`src/rtl/grant_burst_scheduler.sv`:
```
// grant_burst_scheduler
// Shares one downstream resource among NREQ requesters for a burst of
// burst_len grant/ack pairs. Grants are issued round-robin, one at a time,
// each waiting for its ack (or a timeout) before the next is issued.
//
// Ports:
//   clk        : single clock, posedge
//   rst        : synchronous active-high reset
//   start      : launch a burst (sampled only in IDLE)
//   burst_len  : number of grant/ack pairs, latched on accepted start
//   req        : per-requester request levels (sampled only in ARB)
//   grant      : one-hot, one-cycle registered grant pulse
//   ack        : completion of the current granted transfer
//   busy       : high in every state except IDLE
//   done       : one-cycle pulse, burst completed
//   error      : one-cycle pulse, ack timeout, burst aborted
//
// state  | meaning
// -------+-------------------------------------------------------------
// IDLE   | waiting for start
// ARB    | choosing the next requester round-robin from ptr
// WAIT   | grant outstanding; first cycle is the grant cycle, then ack
// DONE   | done pulse, back to IDLE
// ERR    | error pulse after ack timeout, back to IDLE
module grant_burst_scheduler #(
    parameter int NREQ    = 4,
    parameter int CNT_W   = 4,
    parameter int TIMEOUT = 15
) (
    input  logic             clk,
    input  logic             rst,
    input  logic             start,
    input  logic [CNT_W-1:0] burst_len,
    input  logic [NREQ-1:0]  req,
    output logic [NREQ-1:0]  grant,
    input  logic             ack,
    output logic             busy,
    output logic             done,
    output logic             error
);

    localparam int PTR_W = $clog2(NREQ);
    localparam int TMR_W = $clog2(TIMEOUT + 1);

    typedef enum logic [2:0] {
        S_IDLE,
        S_ARB,
        S_WAIT,
        S_DONE,
        S_ERR
    } state_t;

    state_t             state_q, state_d;
    logic [CNT_W-1:0]   len_q, len_d;
    logic [CNT_W-1:0]   cnt_q, cnt_d;
    logic [TMR_W-1:0]   timer_q, timer_d;
    logic [PTR_W-1:0]   ptr_q, ptr_d;
    logic [NREQ-1:0]    grant_q, grant_d;
    logic               busy_q, busy_d;
    logic               done_q, done_d;
    logic               error_q, error_d;

    logic               found;
    logic [PTR_W-1:0]   winner;
    logic [PTR_W-1:0]   idx_w;
    logic [CNT_W:0]     cnt_inc;
    logic [TMR_W-1:0]   timer_inc;

    // Round-robin search: first requester at or after ptr, wrapping.
    always_comb begin
        found  = 1'b0;
        winner = '0;
        idx_w  = '0;
        for (int i = 0; i < NREQ; i++) begin
            idx_w = PTR_W'((int'(ptr_q) + i) % NREQ);
            if (!found && req[idx_w]) begin
                found  = 1'b1;
                winner = idx_w;
            end
        end
    end

    // One extra bit so cnt+1 can never wrap before comparing against len.
    assign cnt_inc   = {1'b0, cnt_q} + {{CNT_W{1'b0}}, 1'b1};
    assign timer_inc = timer_q + TMR_W'(1);

    always_comb begin
        state_d = state_q;
        len_d   = len_q;
        cnt_d   = cnt_q;
        timer_d = timer_q;
        ptr_d   = ptr_q;
        grant_d = '0;

        unique case (state_q)
            S_IDLE: begin
                if (start) begin
                    len_d   = burst_len;
                    cnt_d   = '0;
                    timer_d = '0;
                    state_d = (burst_len == '0) ? S_DONE : S_ARB;
                end
            end
            S_ARB: begin
                if (found) begin
                    grant_d[winner] = 1'b1;
                    timer_d         = '0;
                    ptr_d           = (winner == PTR_W'(NREQ - 1)) ? '0 : winner + PTR_W'(1);
                    state_d         = S_WAIT;
                end
            end
            S_WAIT: begin
                // grant_q is high only during the grant cycle; ack is ignored there.
                if (grant_q == '0) begin
                    if (ack) begin
                        if (cnt_inc == {1'b0, len_q}) begin
                            state_d = S_DONE;
                        end else begin
                            cnt_d   = cnt_inc[CNT_W-1:0];
                            timer_d = '0;
                            state_d = S_ARB;
                        end
                    end else begin
                        timer_d = timer_inc;
                        if (timer_inc == TMR_W'(TIMEOUT)) begin
                            state_d = S_ERR;
                        end
                    end
                end
            end
            S_DONE: begin
                cnt_d   = '0;
                timer_d = '0;
                state_d = S_IDLE;
            end
            S_ERR: begin
                cnt_d   = '0;
                timer_d = '0;
                state_d = S_IDLE;
            end
            default: state_d = S_IDLE;
        endcase

        busy_d  = (state_d != S_IDLE);
        done_d  = (state_d == S_DONE);
        error_d = (state_d == S_ERR);
    end

    always_ff @(posedge clk) begin
        if (rst) begin
            state_q <= S_IDLE;
            len_q   <= '0;
            cnt_q   <= '0;
            timer_q <= '0;
            ptr_q   <= '0;
            grant_q <= '0;
            busy_q  <= 1'b0;
            done_q  <= 1'b0;
            error_q <= 1'b0;
        end else begin
            state_q <= state_d;
            len_q   <= len_d;
            cnt_q   <= cnt_d;
            timer_q <= timer_d;
            ptr_q   <= ptr_d;
            grant_q <= grant_d;
            busy_q  <= busy_d;
            done_q  <= done_d;
            error_q <= error_d;
        end
    end

    assign grant = grant_q;
    assign busy  = busy_q;
    assign done  = done_q;
    assign error = error_q;

endmodule

```
`config.mk`:
```
export PLATFORM = sky130hd
export DESIGN_NAME = grant_burst_scheduler
export DESIGN_NICKNAME = d
export VERILOG_FILES = /design/src/rtl/grant_burst_scheduler.sv
export SDC_FILE = /design/constraint.sdc
export NUM_CORES = 1
export LEC_CHECK = 0
export ABC_AREA = 1
export CAP_MARGIN = 30
export CORE_UTILIZATION = 59
export CTS_CLUSTER_DIAMETER = 80
export DETAILED_ROUTE_END_ITERATION = 10
export PLACE_DENSITY = 0.84
export SLEW_MARGIN = 20
export SYNTH_ARGS = -nofsm -noshare
export SYNTH_HDL_FRONTEND = slang
export SYNTH_SLANG_ARGS = --single-unit
```
`constraint.sdc`:
```
create_clock -name clk -period 5.09 [get_ports clk]
set_input_delay 0.509 -clock clk [delete_from_list [all_inputs] [get_ports clk]]
set_output_delay 0.509 -clock clk [all_outputs]
set_load 0.01 [all_outputs]
```
Word-level counts from Yosys, hierarchy flattened. Cells that the tools add are included.

Flip-flop bits (word level): 24. Bits in latches: 0. RAM bits: 0. Bits in read-only memories: 0. Input port bits: 12. Output and inout port bits: 7. Word-level logic and storage cells: 94. Memories kept: 0.

Add/subtract/negate cells: 6. Multipliers: 0. Div/mod/pow operators: 0. Magnitude comparators: 6. Eq/ne operators: 15. Shift operators: 0. Mux-type cells: 37. Bitwise gates (word level): 2. Reductions and logical operators: 19.

Operators by type and width (number): 2-to-1 mux 4 bit (8); case mux 4 bit (4 select lines) (1); less-than comparator 2 x 3 -> 1 bit (second input constant) (5); 2-to-1 mux 3 bit (5); 2-to-1 mux 2 bit (7); case mux 4 bit (3 select lines) (1); != test 2 bit (second input constant) (5); AND reduction 5 bit (2); equality test 3 x 2 -> 1 bit (second input constant) (3); 2-to-1 mux 1 bit (9); case mux 3 bit (3 select lines) (1); binary-select mux 1 bit (select 2 bit) (4); logical NOT 4 bit (2); equality test 3 bit (second input constant) (2); nonzero test 3 bit (2); adder 4 x 1 -> 5 bit (second input constant) (1); equality test 5 x 4 -> 1 bit (1); adder 2 x 1 -> 2 bit (second input constant) (2); adder 2 bit (second input constant) (2); adder 4 x 1 -> 4 bit (second input constant) (1); equality test 4 bit (second input constant) (1); logical AND 1 bit (4); AND reduction 2 bit (2); nonzero test 4 bit (1); other kinds (10) (13).

Logic depth before layout (Yosys ltp). Gate-level depths: netlist of run 1.

Word-level depth: 16. Gate-level depth with buffers: 16. Mapped depth without buffers: 16.

Worst setup path before layout of run 1. OpenSTA, ideal clock, no wires.

Path type: input -> register. From: in req[3]. To: reg ptr_q[1]. Arrival time: 1.794 ns. Setup slack: 3.177 ns. Stages: 15. Path buffers: 0. Cell sequence: inv_1 -> nand2_2 -> nand3_1 -> nand2_2 -> nor2_4 -> nand2_2 -> nand2_1 -> nand2_1 -> nand2_1 -> inv_1 -> nand2_1 -> inv_1 -> ha_1 -> o21ai_0 -> a21oi_1.

Cells in the longest elaborated chain, start to end: 14. Elaborated cells on any way between the ends: 26.

RTL lines: start: declaration (line 34) `input logic [NREQ-1:0] req,`; binary-select mux 1 bit (select 2 bit) (line 76) `if (!found && req[idx_w]) begin`; 2-to-1 mux 1 bit (not written as such) (line 76); 2-to-1 mux 1 bit (line 76); logical NOT 1 bit (line 76); logical AND 1 bit (line 76); 2-to-1 mux 1 bit (line 76); logical NOT 1 bit (line 76); logical AND 1 bit (line 76); 2-to-1 mux 1 bit (line 76); logical NOT 1 bit (line 76); logical AND 1 bit (line 76); 2-to-1 mux 2 bit (line 76); adder 2 x 1 -> 2 bit / equality test 2 bit (equally long branches) (line 108) `ptr_d = (winner == PTR_W'(NREQ - 1)) ? '0 : winner + PTR_W'(1);`; 2-to-1 mux 2 bit (line 108); end signal: assignment (line 165) `ptr_q <= ptr_d;`; end: declaration (line 57) `logic [PTR_W-1:0] ptr_q, ptr_d;`.

Several ways; a longest one is shown, not always the timed one. The select of a mux whose other input is x is not followed. A chain may end at the register's enable or synchronous reset.

Worst setup path in the final report of run 1.
From: reg ptr_q[0]. To: reg ptr_q[1].

Cells in the longest elaborated chain, start to end: 14. Elaborated cells on any way between the ends: 29.

RTL lines: branches (longest 14 deep; another with adder 2 x 1 -> 2 bit).

Several ways; the timed one is not identified. The select of a mux whose other input is x is not followed.

==> reports/qor.yml, run 1 <==
detailed_routing:
  drtAntennaViolNets: 0
  drtIter0Drc: 63
  avgViaCountPerCell: 5.125
  vias: 1512
  wl_per_cell_um: 10.43
  drc: 0
  wl_um: 3077
  drtPass1Iterations: 4
grt:
  grt_overflow: 0
  grt_pass1_vias: 1288
  grt_pass1_wl_um: 5071
  grt_max_degree: 15
  grt_antenna_before_repair: 0
  gr-usage-all-layers_pct: 24.21
sta:
  fmax_ghz: 0.4454
  period_share_pct: 44.11
  setup_viol_count_final: 0
  finalHoldViolCount: 0
  worst_slew_pin_slew_ns: 0.3996
  finalMaxSlewViolations: 0
  rsz0062_at_grt: "no"
  period_needed_ns: 2.245
  fin_tns_setup_ns: 0
  hold_slack_ns: 0.4901
  maxSlewHeadroom_pct: 73.32
  clock_skew_ns: 0.01040
synthesis:
  syn_avg_cell_area_um2: 6.266
  ys_seq_area_share_pct: 31.30
  yosys_warnings: 0
  ys_async_sr_fraction_pct: 0
  synth_area_leaders: "dfxtp_1 (31%), nand2_1 (18%), inv_1 (9.5%)"
  synth-xor-area-share_pct: 0
  synth_top_cell_area_share_pct: 31.30
  synth_edf_count: 0
  syn_nets: 264
  synth_flop_cell: "dfxtp_1"
  synth_compound_area_share_pct: 9.046
  syn-cell-area_um2: 1535
  synth_most_common_cell: "nand2_1"
  yosys-top-cells-count: "nand2_1 (74), inv_1 (39), dfxtp_1 (24), nor2_1 (24), a21oi_1 (14)"
  synth.ff_latch_count: 24
  synthSimpleGateAreaFrac_pct: 41.97
  yosys.area.top_type: "dfxtp_1"
  synthDistinctLibCells: 22
  synth_fa_ha_area_share_pct: 5.705
  muxShareOfSynthArea_pct: 0
  netlist_instances: 245
  synth_top_family_by_area: "simple AND/OR/NAND/NOR gates"
clocking:
  htree_levels: 1
  clk_path_buf_depth: 2
  post_cts_buffers: 0
  clock_latency_ns: 0.32
  numCtsBuffers: 3
  cts_hold_buffers: 0
  cts.sinks: 24
  cts_tree: "yes"
  path_clk_slew_ns: 0.14
  cts_root_buf: "clkbuf_4"
  cts.repair.resized: 0
finish:
  syn_to_final_growth_pct: 16.14
  n_antenna_cell: 0
  drive_above_1_share_pct: 10.19
  nets: 285
  fill_cells: 233
  post-route-util_pct: 71.97
place:
  place_hpwl_um: 2356
  place_congestion: 0.7953
  port_buffers: 18
floorplanning:
  fp-row-count: 18
  die_w_um: 53.01
  initial_utilization_pct: 61.97
  core_region_area_um2: 2477
  die_area_um2: 2810
  io_pins: 19
  dieHeight_um: 53.01
pwr:
  ir_worst_vdd_mv: 0.2334
  powerDensity_nw_per_um2: 341.5
  p_leak_nw: 0.9029
  power_mw: 0.6089
worst_hold_path:
  hold_class: "flop to flop"
worst_setup_path:
  worstSetupStartpointType: "flop"
  worstSetupEndpointType: "flop"
  critPathKind: "flop to flop"
  required_ns: 5.31
  critPathMaxFanout: 11
  arrival_ns: 2.46
job:
  cap_violations: 0
run_status:
  status: "complete, no violations"
## routing by layer
layer  up-vias  global-route usage, %  routed length, µm
met2        26                  42.62               1427
met5         -                      0                  0
met4         0                  6.579                 29
li1        809                      -                  -
met3         4                  2.586                113
met1       673                  30.81               1507
## state kept, by name, indices dropped and copies added, names as in the netlist
name and flops:
ptr_q 2, done 1, busy 1, cnt_q 4
grant 4, timer_q 4, error 1, len_q 4
state_q 3
## cells in the final DEF, fill, tap and decap left out
cell type | synthesis | layout
nor2_2 | 3 | 3
nor3_2 | 1 | 1
clkdlybuf4s50_1 | 0 | 18
bufinv_16 | 0 | 1
nand3_2 | 2 | 2
nor4_1 | 1 | 1
nand4_2 | 1 | 1
nand2_1 | 74 | 74
dfxtp_1 | 24 | 24
a21oi_1 | 14 | 14
inv_2 | 4 | 4
o21ai_0 | 10 | 10
nand2_2 | 9 | 9
and2_4 | 1 | 1
o21ai_1 | 2 | 2
inv_1 | 39 | 39
nand3_1 | 13 | 13
nor2_4 | 1 | 1
ha_1 | 7 | 7
clkbuf_4 | 0 | 3
o21ai_2 | 1 | 1
nand4_1 | 6 | 6
nor2_1 | 24 | 24
nor3_1 | 6 | 6
## cell type report
cell class / instances / area, µm² / area share (%)
clock inverters: 1 / 30.03 / 1.684
clock buffers: 3 / 22.52 / 1.263
inverters: 43 / 161.4 / 9.053
well taps: 30 / 37.54 / 2.105
multi-input cells: 176 / 870.8 / 48.84
flip-flops and latches: 24 / 480.5 / 26.95
repair buffers: 18 / 180.2 / 10.11
## critical path, stage by stage (launching register included)
cell	delay, ns
dfxtp_1	0.59
inv_2	0.14
nand2_1	0.09
nand2_1	0.07
nand2_1	0.09
nand2_2	0.08
nor2_4	0.12
nand2_2	0.08
nand2_1	0.06
nand2_1	0.04
nand2_1	0.06
inv_1	0.04
nand2_1	0.10
inv_1	0.08
ha_1	0.28
o21ai_0	0.16
a21oi_1	0.05
## per-stage QoR
step                      instance area, µm²  setup slack, ns  instances
after floorplan                         1535            3.177        245
after global placement                  1730            2.632        291
after detailed placement                1730            2.545        291
after CTS                               1783            2.829        295
after global routing                    1783            2.543        295
final                                   1783            2.845        295
## report_power, final
part	total [mW]	internal (mW)	leakage [nW]	switching, mW
Sequential	0.233	0.211	0.197	0.0224
Clock	0.139	0.0796	0.0279	0.0594
Combinational	0.237	0.0894	0.678	0.147
## cell families (layout without fill, tap and decap cells)
group,after synthesis,after routing
simple gates,142,142
flops,24,24
fa+ha+maj,7,7
buf+inv,45,65
compound gates,27,27
## path summary, 6_finish.rpt
check / cells after the start / endpoint / slack [ns] / start
min reg2reg: 2 / len_q[0]$_SDFFE_PP0P_ / 0.49 / len_q[0]$_SDFFE_PP0P_
min: 2 / len_q[0]$_SDFFE_PP0P_ / 0.49 / len_q[0]$_SDFFE_PP0P_
max reg2reg: 16 / ptr_q[1]$_SDFFE_PP0P_ / 2.84 / ptr_q[0]$_SDFFE_PP0P_
max: 16 / ptr_q[1]$_SDFFE_PP0P_ / 2.84 / ptr_q[0]$_SDFFE_PP0P_
(Power assumes the default switching activity.)
==> inputs of run 2 (changes only) <==
--- a/config.mk
+++ b/config.mk
@@ -7,10 +7,10 @@
 export LEC_CHECK = 0
 export ABC_AREA = 1
 export CAP_MARGIN = 30
-export CORE_UTILIZATION = 59
+export CORE_UTILIZATION = 55
 export CTS_CLUSTER_DIAMETER = 80
 export DETAILED_ROUTE_END_ITERATION = 10
-export PLACE_DENSITY = 0.84
+export PLACE_DENSITY = 0.79
 export SLEW_MARGIN = 20
 export SYNTH_ARGS = -nofsm -noshare
 export SYNTH_HDL_FRONTEND = slang
==> constraint.sdc (replaced) <==
create_clock -name clk -period 2.3 [get_ports clk]
set_input_delay 0.23 -clock clk [delete_from_list [all_inputs] [get_ports clk]]
set_output_delay 0.23 -clock clk [all_outputs]
set_load 0.01 [all_outputs]
==> reports/qor.yml, run 2 (same netlist as run 1, synthesis figures left out) <==
floorplanning:
  initial_utilization_pct: 59.80
  core_region_area_um2: 2567
  fp-row-count: 18
  io_pins: 19
  die_area_um2: 3006
  dieHeight_um: 54.83
  die_w_um: 54.83
clocking:
  cts.sinks: 24
  clock_latency_ns: 0.32
  post_cts_buffers: 0
  cts_hold_buffers: 0
  numCtsBuffers: 3
  cts_root_buf: "clkbuf_4"
  cts.repair.resized: 0
  path_clk_slew_ns: 0.14
  cts_tree: "yes"
  clk_path_buf_depth: 2
  htree_levels: 1
grt:
  grt_pass1_vias: 1175
  grt_use_met3_pct: 4.444
  met2_usage_pct: 35.74
  top_usage_layer: "met2"
  grt_pass1_wl_um: 4940
  gr-usage-all-layers_pct: 22.94
  grt_overflow: 0
  grt_use_met1_pct: 30.63
  grt_max_degree: 15
  grt_antenna_before_repair: 0
sta:
  fmax_ghz: 0.4858
  maxSlewHeadroom_pct: 72.61
  clock_skew_ns: 0.006454
  finalHoldViolCount: 0
  rsz0062_at_grt: "no"
  fin_tns_setup_ns: 0
  worst_slew_pin_slew_ns: 0.4104
  period_needed_ns: 2.058
  setup_viol_count_final: 0
  finalMaxSlewViolations: 0
  period_share_pct: 89.49
detailed_routing:
  wl_per_cell_um: 9.859
  drtPass1Iterations: 4
  drtIter0Drc: 19
  avgViaCountPerCell: 4.909
  drtAntennaViolNets: 0
  drc: 0
  wl_um: 2928
  vias: 1458
place:
  place_hpwl_um: 2318
  port_buffers: 18
  place_congestion: 0.7924
job:
  cap_violations: 0
finish:
  layout_commonest_cell: "nand2_1"
  fill_cells: 243
  n_antenna_cell: 0
  register_area_um2: 480.5
  multi_input_area_um2: 870.8
  drive_above_1_share_pct: 10.86
  final_cell_mix: "nand2_1 (74), inv_1 (39), nor2_1 (24), dfxtp_1 (24), clkdlybuf4s50_1 (18)"
  syn_to_final_growth_pct: 17.11
  nets: 287
worst_hold_path:
  hold_class: "flop to flop"
pwr:
  p_leak_nw: 0.9130
  power_mw: 1.354
  powerDensity_nw_per_um2: 753.0
  ir_worst_vdd_mv: 0.6398
worst_setup_path:
  worstSetupEndpointType: "flop"
  required_ns: 2.53
  critPathMaxFanout: 8
  worstSetupStartpointType: "flop"
  critPathKind: "flop to flop"
  arrival_ns: 2.29
run_status:
  status: "complete, no violations"
[run 2: layout make-up]
class                   count  area share [%]
inverters                  43           8.977
clock buffers               3           1.253
flip-flops and latches     24           26.72
well taps                  30           2.088
clock inverters             1           1.670
multi-input cells         176           48.43
repair buffers             20           10.86
[run 2: where the power goes]
group / total, mW / switching (mW) / internal, mW
clock network: 0.311 / 0.135 / 0.176
registers: 0.511 / 0.0438 / 0.467
logic: 0.532 / 0.330 / 0.202
total: 1.35 / 0.508 / 0.846
[run 2: worst paths after layout]
check / startpoint / slack (ns) / cells after the start / end
hold reg to reg: len_q[1]$_SDFFE_PP0P_ / 0.48 / 2 / len_q[1]$_SDFFE_PP0P_
setup reg to reg: ptr_q[0]$_SDFFE_PP0P_ / 0.24 / 15 / ptr_q[1]$_SDFFE_PP0P_
hold / removal: len_q[1]$_SDFFE_PP0P_ / 0.48 / 2 / len_q[1]$_SDFFE_PP0P_
setup / recovery: ptr_q[0]$_SDFFE_PP0P_ / 0.24 / 15 / ptr_q[1]$_SDFFE_PP0P_
[run 2: critical path, stage by stage (launching register included)]
cell and delay (ns):
dfxtp_1 0.41, buf_4 0.18, nand2_2 0.06, nand3_1 0.13
nand2_2 0.08, nor2_4 0.14, nand2_2 0.08, nand2_1 0.07
nand2_1 0.05, nand2_1 0.05, inv_1 0.05, nand2_1 0.10
inv_1 0.07, ha_1 0.28, o21ai_0 0.15, a21oi_1 0.05
[run 2: routing by layer]
metal / part of all wire (%) / wire length [µm] / vias up
met5: 0 / 0 / -
met4: 1.6 / 46 / 0
met3: 4.2 / 122 / 5
met2: 44 / 1286 / 25
met1: 50 / 1473 / 616
li1: - / - / 812
[run 2: stage by stage]
stage          hold WS, ns  setup WS (ns)  util [%]  cells  instance area, µm²
4_1_cts             0.4819         0.2289     70.03    297                1798
3_3_place_gp        0.4622         0.1288     67.98    293                1745
6_report            0.4790         0.2417     70.03    297                1798
5_1_grt             0.4975       0.003737     70.03    297                1798
2_1_floorplan       0.3015         0.4625         -    245                1535
3_5_place_dp        0.4627        0.08186     67.98    293                1745
==> inputs of run 3 (changes only) <==
--- a/config.mk
+++ b/config.mk
@@ -8,7 +8,7 @@
 export ABC_AREA = 1
 export CAP_MARGIN = 30
 export CORE_UTILIZATION = 55
-export CTS_CLUSTER_DIAMETER = 80
+export CTS_CLUSTER_DIAMETER = 60
 export DETAILED_ROUTE_END_ITERATION = 10
 export PLACE_DENSITY = 0.79
 export SLEW_MARGIN = 20
==> results of run 3 <==
The final DEF is identical to that of run 2; final timing and power are the same.
